<file path="src/rtl/uart_cmd_framer.sv">
// Assembles [SYNC][CMD][~CMD] controller frames from a UART byte stream and holds the
// decoded button state for a bounded time, so a dead link releases every button.
module uart_cmd_framer #(
    parameter logic [7:0]  SYNC_BYTE    = 8'hA5,
    parameter int unsigned BYTE_TIMEOUT = 216_000,
    parameter int unsigned HOLD_CYCLES  = 10_800_000
) (
    input  logic       i_clk,
    input  logic       i_rst_n,
    input  logic [7:0] i_data,
    input  logic       i_valid,
    output logic       o_right,
    output logic       o_left,
    output logic       o_jump,
    output logic       o_squat,
    output logic       o_attack,
    output logic       o_defend,
    output logic       o_select,
    output logic       o_jump_pulse,
    output logic       o_attack_pulse,
    output logic       o_select_pulse,
    output logic       o_frame_ok,
    output logic [7:0] o_err_cnt,
    output logic       o_link
);

    localparam int TO_W   = $clog2(BYTE_TIMEOUT + 1);
    localparam int HOLD_W = $clog2(HOLD_CYCLES + 1);

    localparam logic [TO_W-1:0]   TO_LAST   = TO_W'(BYTE_TIMEOUT - 1);
    localparam logic [TO_W-1:0]   TO_ONE    = TO_W'(1);
    localparam logic [HOLD_W-1:0] HOLD_LOAD = HOLD_W'(HOLD_CYCLES);
    localparam logic [HOLD_W-1:0] HOLD_ONE  = HOLD_W'(1);

    localparam logic [1:0] S_IDLE = 2'd0;
    localparam logic [1:0] S_CMD  = 2'd1;
    localparam logic [1:0] S_CHK  = 2'd2;

    // Opposing directions pressed together cancel each other out.
    function automatic logic [6:0] resolve_dirs(input logic [6:0] cmd);
        if (cmd[1:0] == 2'b11) begin
            return {cmd[6:2], 2'b00};
        end else begin
            return cmd;
        end
    endfunction

    logic              valid_prev_q;
    logic [1:0]        state_q, state_d;
    logic [6:0]        cmd_q, cmd_d;
    logic [TO_W-1:0]   to_cnt_q, to_cnt_d;
    logic [7:0]        err_cnt_q, err_cnt_d;
    logic [6:0]        held_q, held_d;
    logic [6:0]        held_prev_q;
    logic [2:0]        pulse_q, pulse_d;
    logic [HOLD_W-1:0] hold_cnt_q, hold_cnt_d;
    logic              frame_ok_q;
    logic              link_q;

    logic strobe_s;
    logic to_expire_s;
    logic accept_s;
    logic reject_s;

    assign strobe_s    = i_valid & ~valid_prev_q;
    assign to_expire_s = (to_cnt_q == TO_LAST);

    // Frame parser: a pending byte always beats an expiring inter-byte timeout.
    always_comb begin
        state_d  = state_q;
        cmd_d    = cmd_q;
        to_cnt_d = to_cnt_q;
        accept_s = 1'b0;
        reject_s = 1'b0;
        case (state_q)
            S_IDLE: begin
                to_cnt_d = '0;
                if (strobe_s && (i_data == SYNC_BYTE)) begin
                    state_d = S_CMD;
                end else begin
                    state_d = S_IDLE;
                end
            end
            S_CMD: begin
                if (strobe_s) begin
                    to_cnt_d = '0;
                    if (!i_data[7]) begin
                        cmd_d   = i_data[6:0];
                        state_d = S_CHK;
                    end else begin
                        reject_s = 1'b1;
                        state_d  = S_IDLE;
                    end
                end else if (to_expire_s) begin
                    reject_s = 1'b1;
                    to_cnt_d = '0;
                    state_d  = S_IDLE;
                end else begin
                    to_cnt_d = to_cnt_q + TO_ONE;
                end
            end
            S_CHK: begin
                if (strobe_s) begin
                    to_cnt_d = '0;
                    state_d  = S_IDLE;
                    if (i_data == ~{1'b0, cmd_q}) begin
                        accept_s = 1'b1;
                    end else begin
                        reject_s = 1'b1;
                    end
                end else if (to_expire_s) begin
                    reject_s = 1'b1;
                    to_cnt_d = '0;
                    state_d  = S_IDLE;
                end else begin
                    to_cnt_d = to_cnt_q + TO_ONE;
                end
            end
            default: begin
                state_d  = S_IDLE;
                to_cnt_d = '0;
            end
        endcase
    end

    // Button hold: a new accept reloads even in the cycle the old hold expires.
    always_comb begin
        held_d     = held_q;
        hold_cnt_d = hold_cnt_q;
        if (accept_s) begin
            held_d     = resolve_dirs(cmd_q);
            hold_cnt_d = HOLD_LOAD;
        end else if (hold_cnt_q != '0) begin
            hold_cnt_d = hold_cnt_q - HOLD_ONE;
            if (hold_cnt_q == HOLD_ONE) begin
                held_d = '0;
            end else begin
                held_d = held_q;
            end
        end else begin
            held_d     = held_q;
            hold_cnt_d = hold_cnt_q;
        end
    end

    // Rejected-frame counter and rising-edge pulses of the one-shot buttons.
    always_comb begin
        if (reject_s && (err_cnt_q != 8'hFF)) begin
            err_cnt_d = err_cnt_q + 8'd1;
        end else begin
            err_cnt_d = err_cnt_q;
        end
        pulse_d = {held_q[6] & ~held_prev_q[6],
                   held_q[4] & ~held_prev_q[4],
                   held_q[2] & ~held_prev_q[2]};
    end

    // State registers with synchronous active-low reset.
    always_ff @(posedge i_clk) begin
        if (!i_rst_n) begin
            valid_prev_q <= 1'b0;
            state_q      <= S_IDLE;
            cmd_q        <= '0;
            to_cnt_q     <= '0;
            err_cnt_q    <= 8'd0;
            held_q       <= '0;
            held_prev_q  <= '0;
            pulse_q      <= 3'b000;
            hold_cnt_q   <= '0;
            frame_ok_q   <= 1'b0;
            link_q       <= 1'b0;
        end else begin
            valid_prev_q <= i_valid;
            state_q      <= state_d;
            cmd_q        <= cmd_d;
            to_cnt_q     <= to_cnt_d;
            err_cnt_q    <= err_cnt_d;
            held_q       <= held_d;
            held_prev_q  <= held_q;
            pulse_q      <= pulse_d;
            hold_cnt_q   <= hold_cnt_d;
            frame_ok_q   <= accept_s;
            link_q       <= (hold_cnt_d != '0);
        end
    end

    assign o_right        = held_q[0];
    assign o_left         = held_q[1];
    assign o_jump         = held_q[2];
    assign o_squat        = held_q[3];
    assign o_attack       = held_q[4];
    assign o_defend       = held_q[5];
    assign o_select       = held_q[6];
    assign o_jump_pulse   = pulse_q[0];
    assign o_attack_pulse = pulse_q[1];
    assign o_select_pulse = pulse_q[2];
    assign o_frame_ok     = frame_ok_q;
    assign o_err_cnt      = err_cnt_q;
    assign o_link         = link_q;

endmodule

</file>
<file path="config.mk">
export PLATFORM = sky130hd
export DESIGN_NAME = uart_cmd_framer
export DESIGN_NICKNAME = d
export VERILOG_FILES = /design/src/rtl/uart_cmd_framer.sv
export SDC_FILE = /design/constraint.sdc
export NUM_CORES = 1
export LEC_CHECK = 0
export BUFFER_PORTS_ARGS = -buffer_cell sky130_fd_sc_hd__buf_4
export CORE_ASPECT_RATIO = 1.75
export CORE_MARGIN = 2
export CORE_UTILIZATION = 30
export DETAILED_ROUTE_END_ITERATION = 6
export GPL_ROUTABILITY_DRIVEN = 0
export HOLD_SLACK_MARGIN = 0.12
export MAX_ROUTING_LAYER = met4
export SYNTH_ARGS = -nofsm -noshare
export SYNTH_HDL_FRONTEND = slang
export SYNTH_SLANG_ARGS = --single-unit
</file>
<file path="constraint.sdc">
create_clock -name i_clk -period 4.2 [get_ports i_clk]
set_input_delay 0.42 -clock i_clk [delete_from_list [all_inputs] [get_ports i_clk]]
set_output_delay 0.42 -clock i_clk [all_outputs]
set_load 0.005 [all_outputs]
</file>
# Word level (Yosys, flattened, before mapping)
# Index checks and enable logic that the tools add are counted.
# classes
add_sub_neg	3
n_eq_ne	8
mux	21
bitwise_logic	12
n_reduce_logical	11
# ops
op	count
24-bit 2-to-1 mux	2
24-bit nonzero test	2
24-bit by 1-bit == test with 1-bit output, second input constant	1
24-bit by 1-bit subtractor with 24-bit output, second input constant	1
7-bit 2-to-1 mux	3
18-bit by 1-bit adder with 18-bit output, second input constant	1
18-bit == test, second input constant	1
2-bit 2-to-1 mux	5
1-bit 2-to-1 mux	9
8-bit by 1-bit adder with 8-bit output, second input constant	1
8-bit == test	1
8-bit == test, second input constant	1
8-bit inequality test, second input constant	1
7-bit inverter with 8-bit output	1
1-bit inverter	7
2-bit case mux with 3 select lines	1
1-bit bitwise AND	4
2-bit == test, second input constant	2
2-bit nonzero test	2
4-bit OR reduction	1
3-bit AND reduction	1
2-bit by 1-bit == test with 1-bit output, second input constant	1
1-bit logical AND	2
2-bit logical NOT	1
3 further kinds	3
# word_totals
reg_bits	79
elab_cells	66

# Depth between registers and ports, before layout
# Gate-level depths: netlist of run 1.
# logic_depth
ltp_word	7
depth_mapped	10
depth_no_buf	9

# Worst setup path before layout of run 1
# Ideal clock, no wire load.
# synth_path
path_kind	reg2reg
startpoint	reg hold_cnt_q[0]
endpoint	reg link_q, in the netlist o_link
setup_ns	0.132
arrival_time_ns	2.160
slack_ns	1.907
path_stages_with_launch	11
synth_period_minus_slack_ns	2.293
cell_sequence	dfxtp_1 > inv_1 > ha_1 > nor4b_1 > nor4b_4 > or3_1 > buf_6 > xor2_2 > nand3_1 > nor4_2 > a31oi_1
# synth_between
elab_chain_cells	4
word_cells_on_any_way	5
classes_between	add/sub: 1; mux: 2; reduce/logical: 2
# synth_rtl
item	line	source
start, declared	56	logic [HOLD_W-1:0] hold_cnt_q, hold_cnt_d;
start signal, assigned	181	hold_cnt_q <= hold_cnt_d;
24-bit by 1-bit subtractor with 24-bit output or 24-bit nonzero test (tied branches)	134, 133	
24-bit 2-to-1 mux (*)	133	end else if (hold_cnt_q != '0) begin
24-bit 2-to-1 mux (*)	130	if (accept_s) begin
24-bit nonzero test (*)	183	link_q <= (hold_cnt_d != '0);
end signal, assigned	183	
end, declared	58	logic link_q;
# Every way passes the cells marked *; elsewhere a longest branch is shown, timed or not.
# A chain may end at the register's enable or synchronous reset.

# Final worst setup path of run 1
# Same ends and word-level chain as after synthesis.

==> metrics.md, run 1 <==
| Metric | Value |
|---|---|
| Top post-synthesis cells by area | `dfxtp_1 41%, nor2_1 7.3%, xnor2_1 6.7%` |
| Final Hold Vio Count | `0` |
| R2R cell count | `9` |
| Mux share of post-synthesis cell area | `under 10%` |
| Initial antenna violation count | `0` |
| TritonCTS clock tree | `yes` |
| FP Rows | `53` |
| Core region area | `about 12000 µm²` |
| FFs w/ async S/R, synth | `0%` |
| Flop pwr share | `~33%` |
| Post-route setup TNS | `0 ns` |
| Sequential fraction of the synthesis area | `between 40% and 50%` |
| Initial Util | `between 30% and 40%` |
| Post-route ant nets | `0` |
| Total CTS buffers | `9` |
| Vias in the first global route | `between 3000 and 4000` |
| Combinational Power Share | `a little over two fifths` |
| Cts hold-fix bufs | `0` |
| Setup-failing EPs final | `0` |
| Clk buf depth | `2` |
| Fillers | `about 1300` |
| Critical Path Sink Type | `register` |
| Final Cycle Share | `~67%` |
| Mean Syn Cell Area | `roughly 8.6 µm²` |
| Seq cells post-synth | `75` |
| Die X | `around 88 µm` |
| Leakage power | `1.59 nW` |
| Clock Latency Late Sink | `0.34 ns` |
| Outcome | `finished, final reports clean` |
| Pre-antenna DRT Iters | `4` |
| Crit Path Class | `reg2reg` |
| Clock Root Buffer | `clkbuf_16` |
| Largest net degree at the start of global routing | `31` |
| Worst Path Required | `about 4.4 ns` |
| Top cells by count, synth | `75 x dfxtp_1, 71 x nor2_1, 32 x nand2_1, 28 x xnor2_1, 21 x a21oi_1` |
| Final clock skew | `~0.0043 ns` |
| # Max-Cap Violations | `0` |
| N_diodes | `0` |
| Dpl ws | `~1.5 ns` |
| Mapped Cells | `between 400 and 500` |
| Worst EP arrival | `between 2 and 3 ns` |
| Post-detail-place hpwl | `~6500 µm` |
| Area growth syn-to-layout | `18.6%` |
| Via Count | `3101` |
| H-tree levels | `3` |
| Post-synth top area cell | `dfxtp_1` |
| Post-CTS sizing | `0` |
| Unique masters post-synth | `60` |
| Global-route wire length before repair | `between 10000 and 15000 µm` |
| WL per Instance | `14.1 µm` |
| Worst hold path class | `in2reg` |
| Post-synth top area share | `approximately 40%` |
| Final setup margin | `roughly 1.4 ns` |
| Yosys warnings | `0` |
| Post-CTS Repair Setup Buffers | `0` |
| Remaining Overflow, GRT | `0` |
| Sw frac | `40.5%` |
| Post-DP Area | `approximately 4000 µm²` |
| Slew headroom | `roughly a third` |
| Max frequency | `between 300 and 400 MHz` |
| DR iter-0 viols | `164` |
| CP Launch Type | `register` |
| Largest family of logic cells by synthesized area | `simple AND/OR/NAND/NOR gates` |
| Share of post-route cells with drive strength above 1 | `~15%` |
| Final Max Tran Viols | `0` |
| Int Pwr | `1.82 mW` |
| I/O pins | `31` |
| XOR/XNOR Fraction of Synth Area | `11.0%` |
| Count leader, synth | `dfxtp_1` |
| Hold depth | `2` |
| Global Route Usage Sum | `14.7%` |
| Critical path peak fanout | `7` |
| Top FF cell, synth | `dfxtp_1` |
| Design Area, Final | `4350 µm²` |
| Net count, final | `between 400 and 500` |
| Clk slew on worst S/H paths | `about 0.060 ns` |
| IR Drop Worst-Case VDD | `about 290 µV` |
| Min Tclk post-route | `~2.8 ns` |
| Simple-Gate Fraction of Synth Area | `a little under a third` |
| Post-Synth Adder-Cell Area | `3.07%` |
| I/O Buffers | `30` |
| Die footprint | `around 13000 µm²` |
| CTS sink count | `between 70 and 80` |
| Synth Area in Compound Gates | `9.66%` |
| Power per cell area | `between 700 and 800 nW/µm²` |
| RSZ-0062 raised after global routing | `false` |
| Post-synthesis net count | `around 450` |
| DR DRC count | `0` |
| Clock power share | `25.0%` |
| Least-Margin Pin Slew | `between 0.9 and 1 ns` |
| Psw | `1.24 mW` |
| DR vias/cell | `~5.0` |
| WL final | `between 8000 and 9000 µm` |
| Worst Hold Slack | `roughly 0.31 ns` |
| EDFF count, synth | `0` |
| Die height | `150 µm` |
| Mapped Area | `roughly 3700 µm²` |
==> sequential cells by signal, indices dropped and copies added (netlist names) <==
name / cells
hold_cnt_q: 24
to_cnt_q: 18
o_err_cnt: 8
cmd_q: 7
held_q: 7
held_prev_q: 3
pulse_q: 3
state_q: 2
o_frame_ok: 1
o_link: 1
valid_prev_q: 1
==> layout make-up <==
| class | instances | area, µm² | area share [%] |
|---|---|---|---|
| multi-input combinational | 326 | 2060 | 47.3 |
| sequential | 75 | 1500 | 34.5 |
| timing repair buffer | 33 | 248 | 5.70 |
| clock buffer | 10 | 229 | 5.26 |
| tap | 165 | 206 | 4.75 |
| clock inverter | 6 | 65.1 | 1.50 |
| inverter | 11 | 41.3 | 0.949 |
==> power groups by stage <==
stage | Sequential, mW | Combinational (mW) | Clock, mW
5_1_grt | 1.02 | 1.44 | 0.811
4_1_cts | 0.991 | 1.29 | 0.786
3_3_place_gp | 1.00 | 1.27 | 0
2_1_floorplan | 0.942 | 1.08 | 0
6_report | 0.996 | 1.30 | 0.768
3_5_place_dp | 1.01 | 1.28 | 0
==> path summary, 6_finish.rpt <==
| check | start | end | slack, ns |
|---|---|---|---|
| worst max-delay path | hold_cnt_q[0]$_SDFF_PN0_ | o_link$_SDFF_PN0_ | 1.40 |
| worst min-delay path | i_valid | valid_prev_q$_SDFF_PN0_ | 0.31 |
| worst max register to register | hold_cnt_q[0]$_SDFF_PN0_ | o_link$_SDFF_PN0_ | 1.40 |
| worst min register to register | held_prev_q[4]$_SDFF_PN0_ | pulse_q[1]$_SDFF_PN0_ | 0.38 |
==> placed cells by master (no fill, tap or decap), types with 2 or more instances in the layout <==
| cell type | count |
|---|---|
| nor4bb_1 | 3 |
| o21a_1 | 3 |
| xnor2_1 | 28 |
| clkbuf_16 | 9 |
| and2_1 | 5 |
| and3_1 | 3 |
| nor2_1 | 71 |
| a21oi_1 | 21 |
| o31a_2 | 2 |
| nor4_2 | 2 |
| dfxtp_1 | 75 |
| nor3_1 | 20 |
| inv_1 | 11 |
| nand2_1 | 32 |
| xor2_1 | 16 |
| mux2i_1 | 7 |
| nor3b_1 | 6 |
| nand2b_1 | 5 |
| or2_2 | 2 |
| buf_4 | 33 |
| nand4_1 | 7 |
| nor4_1 | 11 |
| a31oi_1 | 2 |
| a211oi_1 | 2 |
| or3_1 | 5 |
| o21ai_0 | 8 |
| clkinv_2 | 2 |
| nor4b_1 | 2 |
| ha_1 | 9 |
| o31a_1 | 2 |
| nand3_1 | 20 |
| nor2b_1 | 6 |
==> metrics by stage <==
stage | std cells | utilization (%) | power [mW]
2_1_floorplan | 427 | - | 2.02
3_3_place_gp | 610 | 33.8 | 2.28
3_5_place_dp | 610 | 33.8 | 2.28
4_1_cts | 626 | 36.2 | 3.06
5_1_grt | 626 | 36.2 | 3.27
6_report | 626 | 36.2 | 3.07
==> cell families (layout without fill, tap and decap cells) <==
group	after synthesis	in the layout
AO/OA/AOI/OAI	53	53
XOR/XNOR	45	45
adder cells (fa/ha/maj)	9	9
buffers and inverters	26	60
flip-flops	75	75
multiplexers	7	7
AND/OR/NAND/NOR	212	212
==> layer usage <==
layer	track usage, %	vias to the layer above	share of wire, %
met5	-	-	0
met4	7.69	0	4.2
met3	4.00	28	4.0
met2	25.9	66	54
met1	14.3	1457	38
li1	-	1550	-
==> critical path: stages, from the launching register on <==
cell      delay [ns]
dfxtp_1         0.37
inv_1           0.14
ha_1            0.27
nor3b_1         0.65
nand4_1         0.29
nor3_1          0.27
xnor2_1         0.17
nand2b_1        0.10
a221oi_2        0.27
a31oi_1         0.11
Note: power is estimated with default switching activity, not from simulation.
==> inputs of run 2 (changes only) <==
==> constraint.sdc (replaced) <==
create_clock -name i_clk -period 2.55 [get_ports i_clk]
set_input_delay 0.255 -clock i_clk [delete_from_list [all_inputs] [get_ports i_clk]]
set_output_delay 0.255 -clock i_clk [all_outputs]
set_load 0.005 [all_outputs]
==> metrics.md, run 2 (synthesized netlist as in run 1, its figures left out) <==
| Metric | Value |
|---|---|
| Outcome | `finished, final reports clean` |
| I/O Buffers | `30` |
| Psw | `around 2.2 mW` |
| Power per cell area | `1170 nW/µm²` |
| Clock Root Buffer | `clkbuf_16` |
| Worst EP arrival | `2.55 ns` |
| Post-detail-place hpwl | `6660 µm` |
| DR vias/cell | `around 4.9` |
| Die footprint | `about 13000 µm²` |
| Most frequent cells in the layout | `75 x dfxtp_1, 71 x nor2_1, 49 x buf_4, 32 x nand2_1, 28 x xnor2_1` |
| Final Cycle Share | `91.5%` |
| Initial antenna violation count | `0` |
| Critical Path Sink Type | `register` |
| TritonCTS clock tree | `yes` |
| Max incr delay on CP | `around 0.45 ns` |
| Share of post-route cells with drive strength above 1 | `a little under a fifth` |
| I/O pins | `31` |
| Slew headroom | `approximately 56%` |
| Post-route setup TNS | `0 ns` |
| Die X | `87.6 µm` |
| Reg-to-Reg Start | `hold_cnt_q[8]$_SDFF_PN0_` |
| Sw frac | `about 41%` |
| IR Drop Worst-Case VDD | `approximately 450 µV` |
| Int Pwr | `3.09 mW` |
| RSZ-0062 raised after global routing | `false` |
| Worst Path Required | `around 2.8 ns` |
| Core region area | `12000 µm²` |
| Crit-path slowest cell | `nor2_1` |
| Commonest non-fill, non-tap cell in the layout | `dfxtp_1` |
| Vias in the first global route | `a little over 3000` |
| Crit path from | `hold_cnt_q[8]$_SDFF_PN0_` |
| Max reg flops | `24` |
| Global Route Usage Sum | `14.7%` |
| Setup-failing EPs final | `0` |
| Pre-antenna DRT Iters | `4` |
| Min Tclk post-route | `around 2.3 ns` |
| Met1 wire length | `3410 µm` |
| Initial Util | `a little under a third` |
| DR iter-0 viols | `roughly 210` |
| Highest layer used for signal routing | `met4` |
| Post-CTS sizing | `0` |
| Biggest register | `hold_cnt_q` |
| Die height | `roughly 150 µm` |
| Remaining Overflow, GRT | `0` |
| Area growth syn-to-layout | `21.9%` |
| Largest net degree at the start of global routing | `30` |
| Met2 Routed Length | `4770 µm` |
| WL final | `just under 9000 µm` |
| Clock power share | `between 20% and 30%` |
| Clock Latency Late Sink | `about 0.34 ns` |
| Worst hold path class | `in2reg` |
| CTS sink count | `75` |
| Critical path peak fanout | `7` |
| Total CTS buffers | `9` |
| Cts hold-fix bufs | `0` |
| Combinational Power Share | `between 40% and 50%` |
| Post-route ant nets | `0` |
| Routed length on met3 | `roughly 420 µm` |
| Clk slew on worst S/H paths | `roughly 0.06 ns` |
| Post-CTS Repair Setup Buffers | `0` |
| HP Start | `i_valid` |
| CP Launch Type | `register` |
| WL per Instance | `around 14 µm` |
| Net count, final | `492` |
| Crit path cell chain | `nor2_1 -> nand4_1 -> o21ai_0 -> xor2_1 -> nand2_1 -> nor4_2 -> a31oi_1` |
| DR DRC count | `0` |
| Final clock skew | `0.0105 ns` |
| Via Count | `approximately 3200` |
| Crit Path Class | `reg2reg` |
| H-tree levels | `3` |
| Final Max Tran Viols | `0` |
| N_diodes | `0` |
| FP Rows | `53` |
| Utilization after layout | `a little under two fifths` |
| Global-route wire length before repair | `14800 µm` |
| Leakage power | `between 1.5 and 2 nW` |
| # Max-Cap Violations | `0` |
| Final Hold Vio Count | `0` |
| Max frequency | `~430 MHz` |
| Flop pwr share | `30.4%` |
| Least-Margin Pin Slew | `around 0.65 ns` |
| Clk buf depth | `2` |
[run 2: layer usage]
| metal | vias up | GRT usage, % |
|---|---|---|
| met5 | - | - |
| met4 | 0 | 6.08 |
| met3 | 21 | 3.84 |
| met2 | 82 | 25.9 |
| met1 | 1498 | 15.2 |
| li1 | 1572 | - |
[run 2: worst paths after layout]
kind / slack, ns / cells after the start / end
setup / recovery: 0.22 / 7 / o_link$_SDFF_PN0_
hold / removal: 0.15 / 2 / valid_prev_q$_SDFF_PN0_
hold reg to reg: 0.38 / 1 / pulse_q[1]$_SDFF_PN0_
setup reg to reg: 0.22 / 7 / o_link$_SDFF_PN0_
[run 2: critical path, delay by kind of cell, from the launching register on]
family / cells / cell delay (ns)
compound gates: 2 / 0.46
xor+xnor: 1 / 0.23
flops: 1 / 0.37
simple gates: 4 / 1.15
[run 2: metrics by stage]
stage / worst slack (ns) / area [µm²] / total power [mW] / hold WS, ns / std cells
5_1_grt: 0.0315 / 4470 / 5.60 / 0.157 / 642
2_1_floorplan: 0.257 / 3670 / 3.33 / 0.367 / 427
4_1_cts: 0.147 / 4460 / 5.22 / 0.137 / 642
6_report: 0.216 / 4470 / 5.24 / 0.146 / 642
3_5_place_dp: 0.160 / 4180 / 3.99 / 0.375 / 626
3_3_place_gp: 0.204 / 4180 / 3.95 / 0.373 / 626
[run 2: area by class of cell]
type / count / area, µm²
flip-flops and latches: 75 / 1500
multi-input cells: 326 / 2070
repair buffers: 49 / 368
fillers: 1213 / 7530
well taps: 165 / 206
clock buffers: 9 / 225
inverters: 11 / 41.3
clock inverters: 7 / 60.1
[run 2: power groups by stage]
stage	Combinational, mW	Clock [mW]	Sequential, mW
after CTS	2.39	1.24	1.59
after detailed placement	2.37	0	1.61
final	2.44	1.21	1.59
after global routing	2.69	1.29	1.62
after global placement	2.35	0	1.61
after floorplan	1.78	0	1.55
